<file path="src/rtl/demux8_router.sv">
// ---------------------------------------------------------------------------
// demux8_router
//
// Purpose:
//   1-to-8 demultiplexing router. A single input stream carries a word plus
//   a 3-bit destination channel index. Each of the eight output channels has
//   a one-entry holding register and its own valid/ready handshake, so a
//   stalled consumer only blocks words addressed to its own channel.
//
// Handshake (valid/ready, both sides):
//   A transfer happens on a rising clock edge where valid and ready are both
//   high. The producer keeps data/select stable while valid is high and ready
//   is low. Once asserted, valid stays high until the transfer completes.
//   Ready may depend combinationally on the other side's ready.
//
// Ports:
//   clock         rising-edge clock
//   reset         asynchronous, active-high reset
//   in_data       word to route
//   in_select     destination channel index 0..7
//   in_valid      producer has a word
//   in_ready      selected channel can take a word this cycle
//   out_data      channel i data on bits [i*WIDTH +: WIDTH] (registered)
//   out_valid     channel i holds a word (registered)
//   out_ready     consumer i takes its word this cycle
//   accept_count  words accepted since reset, wraps at 2^CNT_WIDTH
//   busy          any channel holds a word
// ---------------------------------------------------------------------------
module demux8_router #(
    parameter int WIDTH     = 32,
    parameter int CNT_WIDTH = 16
) (
    input  logic                   clock,
    input  logic                   reset,
    input  logic [WIDTH-1:0]       in_data,
    input  logic [2:0]             in_select,
    input  logic                   in_valid,
    output logic                   in_ready,
    output logic [8*WIDTH-1:0]     out_data,
    output logic [7:0]             out_valid,
    input  logic [7:0]             out_ready,
    output logic [CNT_WIDTH-1:0]   accept_count,
    output logic                   busy
);

    logic [7:0]           valid_q;
    logic [CNT_WIDTH-1:0] count_q;
    logic                 accept;

    // A full channel can still take a new word when its consumer drains the
    // old one in the same cycle, which gives back-to-back delivery.
    assign in_ready = ~valid_q[in_select] | out_ready[in_select];
    assign accept   = in_valid & in_ready;

    for (genvar ch = 0; ch < 8; ch++) begin : g_chan
        localparam logic [2:0] CH_IDX = 3'(ch);

        logic [WIDTH-1:0] data_q;
        logic             fill;
        logic             drain;

        assign fill  = accept & (in_select == CH_IDX);
        assign drain = valid_q[ch] & out_ready[ch];

        always_ff @(posedge clock or posedge reset) begin
            if (reset) begin
                data_q      <= '0;
                valid_q[ch] <= 1'b0;
            end else if (fill) begin
                // Fill wins over drain: the drained word leaves and the new
                // one takes its place in the same edge.
                data_q      <= in_data;
                valid_q[ch] <= 1'b1;
            end else if (drain) begin
                // Data is left as-is; it is a don't-care once invalid.
                valid_q[ch] <= 1'b0;
            end
        end

        assign out_data[ch*WIDTH +: WIDTH] = data_q;
    end

    always_ff @(posedge clock or posedge reset) begin
        if (reset) begin
            count_q <= '0;
        end else if (accept) begin
            count_q <= count_q + 1'b1;
        end
    end

    assign out_valid    = valid_q;
    assign accept_count = count_q;
    assign busy         = |valid_q;

endmodule

</file>
<file path="config.mk">
export PLATFORM = sky130hd
export DESIGN_NAME = demux8_router
export DESIGN_NICKNAME = d
export VERILOG_FILES = /design/src/rtl/demux8_router.sv
export SDC_FILE = /design/constraint.sdc
export NUM_CORES = 1
export LEC_CHECK = 0
export CORE_MARGIN = 3
export CORE_UTILIZATION = 46
export DETAILED_ROUTE_END_ITERATION = 8
export GPL_TIMING_DRIVEN = 0
export PLACE_DENSITY = 0.84
export SLEW_MARGIN = 10
export SYNTH_ARGS = -nofsm -noshare
export SYNTH_HDL_FRONTEND = slang
export SYNTH_SLANG_ARGS = --single-unit
export TNS_END_PERCENT = 100
</file>
<file path="constraint.sdc">
create_clock -name clock -period 9.45 [get_ports clock]
set_input_delay 0.945 -clock clock [delete_from_list [all_inputs] [get_ports clock]]
set_output_delay 0.945 -clock clock [all_outputs]
set_load 0.01 [all_outputs]
</file>
==> flow_summary.toml <==
[routing]
wl_mm = 28.85
dr.pass1.iters = 4
postRouteAntennaNets = 0
drc_errors = 0
viasPerCell = 5.205
wl_per_cell_um = 21.70
via_count = 6918
drtIter0Drc = 272

[status]
status = "finished, final reports clean"

[synth]
synthCells = 661
synth_warnings = 0
ys_seq_area_frac = 0.6552
synthesis.area_um2 = 10690
avgSynthCellArea_um2 = 16.18
ys_ff_latch = 280
ys_types = 32
syn_nets = 708

[timing]
fin_worst_skew_ns = 0.01059
setup_ws_ns = 5.572
finalHoldViolations = 0
min_period_ns = 3.878
period_share = 0.4104
setup_viol = 0
slew_viol_final = 0
tightest_slew_ns = 0.6614
grt_setup_unrepaired = "false"
fmax_mhz = 257.8
slew_headroom = 0.5576
worst_hold_slack_ns = 0.4680

[grt]
use_met1 = 0.2877
grt_util_met2 = 0.3814
gr-usage-met3 = 0.06877
grt_pass1_wl_mm = 43.46
grt_antenna_before_repair = 2
busiest_layer = "met2"
grt_max_degree = 114
gr-total-overflow = 0
track_usage = 0.2255
grt_pass1_vias = 7220

[worst_hold_path]
min_path_cells = 1
min_from = "accept_count[15]$_DFFE_PP0P_"
hold_end = "accept_count[15]$_DFFE_PP0P_"
hold_class = "reg2reg"

[setup_path]
r2r_slack_ns = 7.51
critPathLaunchType = "input port"
endpoint_kind = "output port"
worstPathRequired_ns = 8.51
reg2reg_from = "out_valid[1]$_DFFE_PP0P_"
reg2reg_depth = 5
worst-setup-path-type = "in2out"
worstReg2RegEnd = "accept_count[11]$_DFFE_PP0P_"
cp_max_fo = 9
arrival_ns = 2.93

[power_and_ir_drop]
power_leakage_nw = 6.631
p_total_w = 0.003908
pwr_density_cell_nw_per_um2 = 253.8
ir_drop_mv = 0.1983

[cells_and_area]
drive_above_1_share = 0.3081
syn2layout_area_growth_pct = 43.99
layout.nets = 1067
final_common_cell = "clkdlybuf4s50_1"
most-common-layout-cells = "326 x clkdlybuf4s50_1, 280 x dfrtp_1, 241 x mux2_2, 29 x clkbuf_16"

[cts]
cts_tree = "built"
ctsResizeCount = 0
clk_path_buf_depth = 3
clk_latency_ns = 0.54
numCtsBuffers = 29
h-tree-depth = 1
holdBufCountCts = 0
cts_root_buf = "clkbuf_16"
clk_pin_slew_ns = 0.06
cts.sinks = 280
postCtsSetupRepairBufs = 0

[floorplanning]
boundaryPins = 328
die_width_um = 158.5
die_h_um = 158.5
start_util = 0.4709
core-area_um2 = 22710
die_area_um2 = 25110
num_rows = 55

[placed_design]
dpl_worst_slack_ns = 5.531
io_buffers = 326
gp_congestion = 0.7822
dpl.hpwl_mm = 20.68

[run]
max_cap_violations = 0
==> report_power, final <==
part           switching, W  internal (W)  total, W
clock              0.000457      0.000751   0.00121
sequential         0.000154       0.00147   0.00162
combinational      0.000418      0.000664   0.00108
==> worst max-delay path, stage by stage <==
cell and delay [ns]:
clkdlybuf4s50_1 0.40, nand2b_1 0.19, o211a_4 0.28, nor4_4 0.55, inv_1 0.08, clkdlybuf4s50_1 0.49
==> through the flow <==
step | TNS (ns) | cells | util | instance area [um^2]
2_1_floorplan | 0 | 661 | - | 10690
3_3_place_gp | -698.96 | 1272 | 0.6303 | 14310
3_5_place_dp | 0 | 1274 | 0.6331 | 14380
4_1_cts | 0 | 1327 | 0.6779 | 15390
5_1_grt | 0 | 1329 | 0.6781 | 15400
6_report | 0 | 1329 | 0.6781 | 15400
==> area by class of cell <==
class / instances / area (um^2)
buffer: 27 / 161.4
timing repair buffer: 328 / 3318
clock buffer: 39 / 793.3
antenna: 2 / 5.005
inverter: 6 / 30.03
sequential: 280 / 7007
fill: 1564 / 7311
clock inverter: 14 / 224.0
tap: 285 / 356.6
multi-input combinational: 348 / 3503
==> logic make-up after synthesis <==
group / after synthesis / synth area share
simple gates: 68 / 0.03498
flops: 280 / 0.6552
mux: 257 / 0.2710
buf+inv: 33 / 0.01720
fa+ha+maj: 1 / 0.001170
compound gates: 7 / 0.008191
xor+xnor: 15 / 0.01229
==> worst max-delay path by stage <==
stage / startpoint / endpoint
3_5_place_dp: out_ready[1] / in_ready
2_1_floorplan: reset / accept_count[0]$_DFFE_PP0P_
3_3_place_gp: reset / g_chan[5].data_q[2]$_DFFE_PP0P_
4_1_cts: out_ready[5] / in_ready
5_1_grt: out_ready[1] / in_ready
6_report: out_ready[1] / in_ready
==> cell usage after synthesis <==
cell type / instances / area share
and2_1: 1 / 0.00059
and3_1: 3 / 0.0018
and4_1: 1 / 0.00082
buf_2: 15 / 0.0070
buf_4: 9 / 0.0063
buf_6: 1 / 0.0011
clkbuf_1: 2 / 0.00070
dfrtp_1: 280 / 0.66
ha_1: 1 / 0.0012
inv_1: 6 / 0.0021
mux2_1: 15 / 0.016
mux2_2: 241 / 0.25
mux2_4: 1 / 0.0014
nand2_1: 15 / 0.0053
nand2b_1: 8 / 0.0047
nand3_1: 8 / 0.0037
nand3b_1: 4 / 0.0028
nand4_1: 4 / 0.0023
nor2_1: 7 / 0.0025
nor2b_1: 3 / 0.0018
nor3_1: 8 / 0.0037
nor3b_1: 1 / 0.00070
nor4_1: 4 / 0.0023
nor4_4: 1 / 0.0020
o2111a_2: 1 / 0.0012
o211a_1: 1 / 0.00094
o211a_2: 1 / 0.00094
o211a_4: 1 / 0.0016
o21ai_0: 2 / 0.00094
o41ai_4: 1 / 0.0026
xnor2_1: 3 / 0.0025
xor2_1: 12 / 0.0098
==> per-layer routing <==
layer | share of wire | up-vias | routed length (um)
met5 | 0 | - | 0
met4 | 0.022 | 0 | 641
met3 | 0.082 | 38 | 2361
met2 | 0.50 | 255 | 14340
met1 | 0.40 | 3551 | 11500
li1 | - | 3074 | -
==> state kept, by name, indices dropped and copies added (netlist names) <==
signal and cells:
g_chan.data_q 256, out_valid 8, accept_count 16
(Power assumes the default switching activity.)
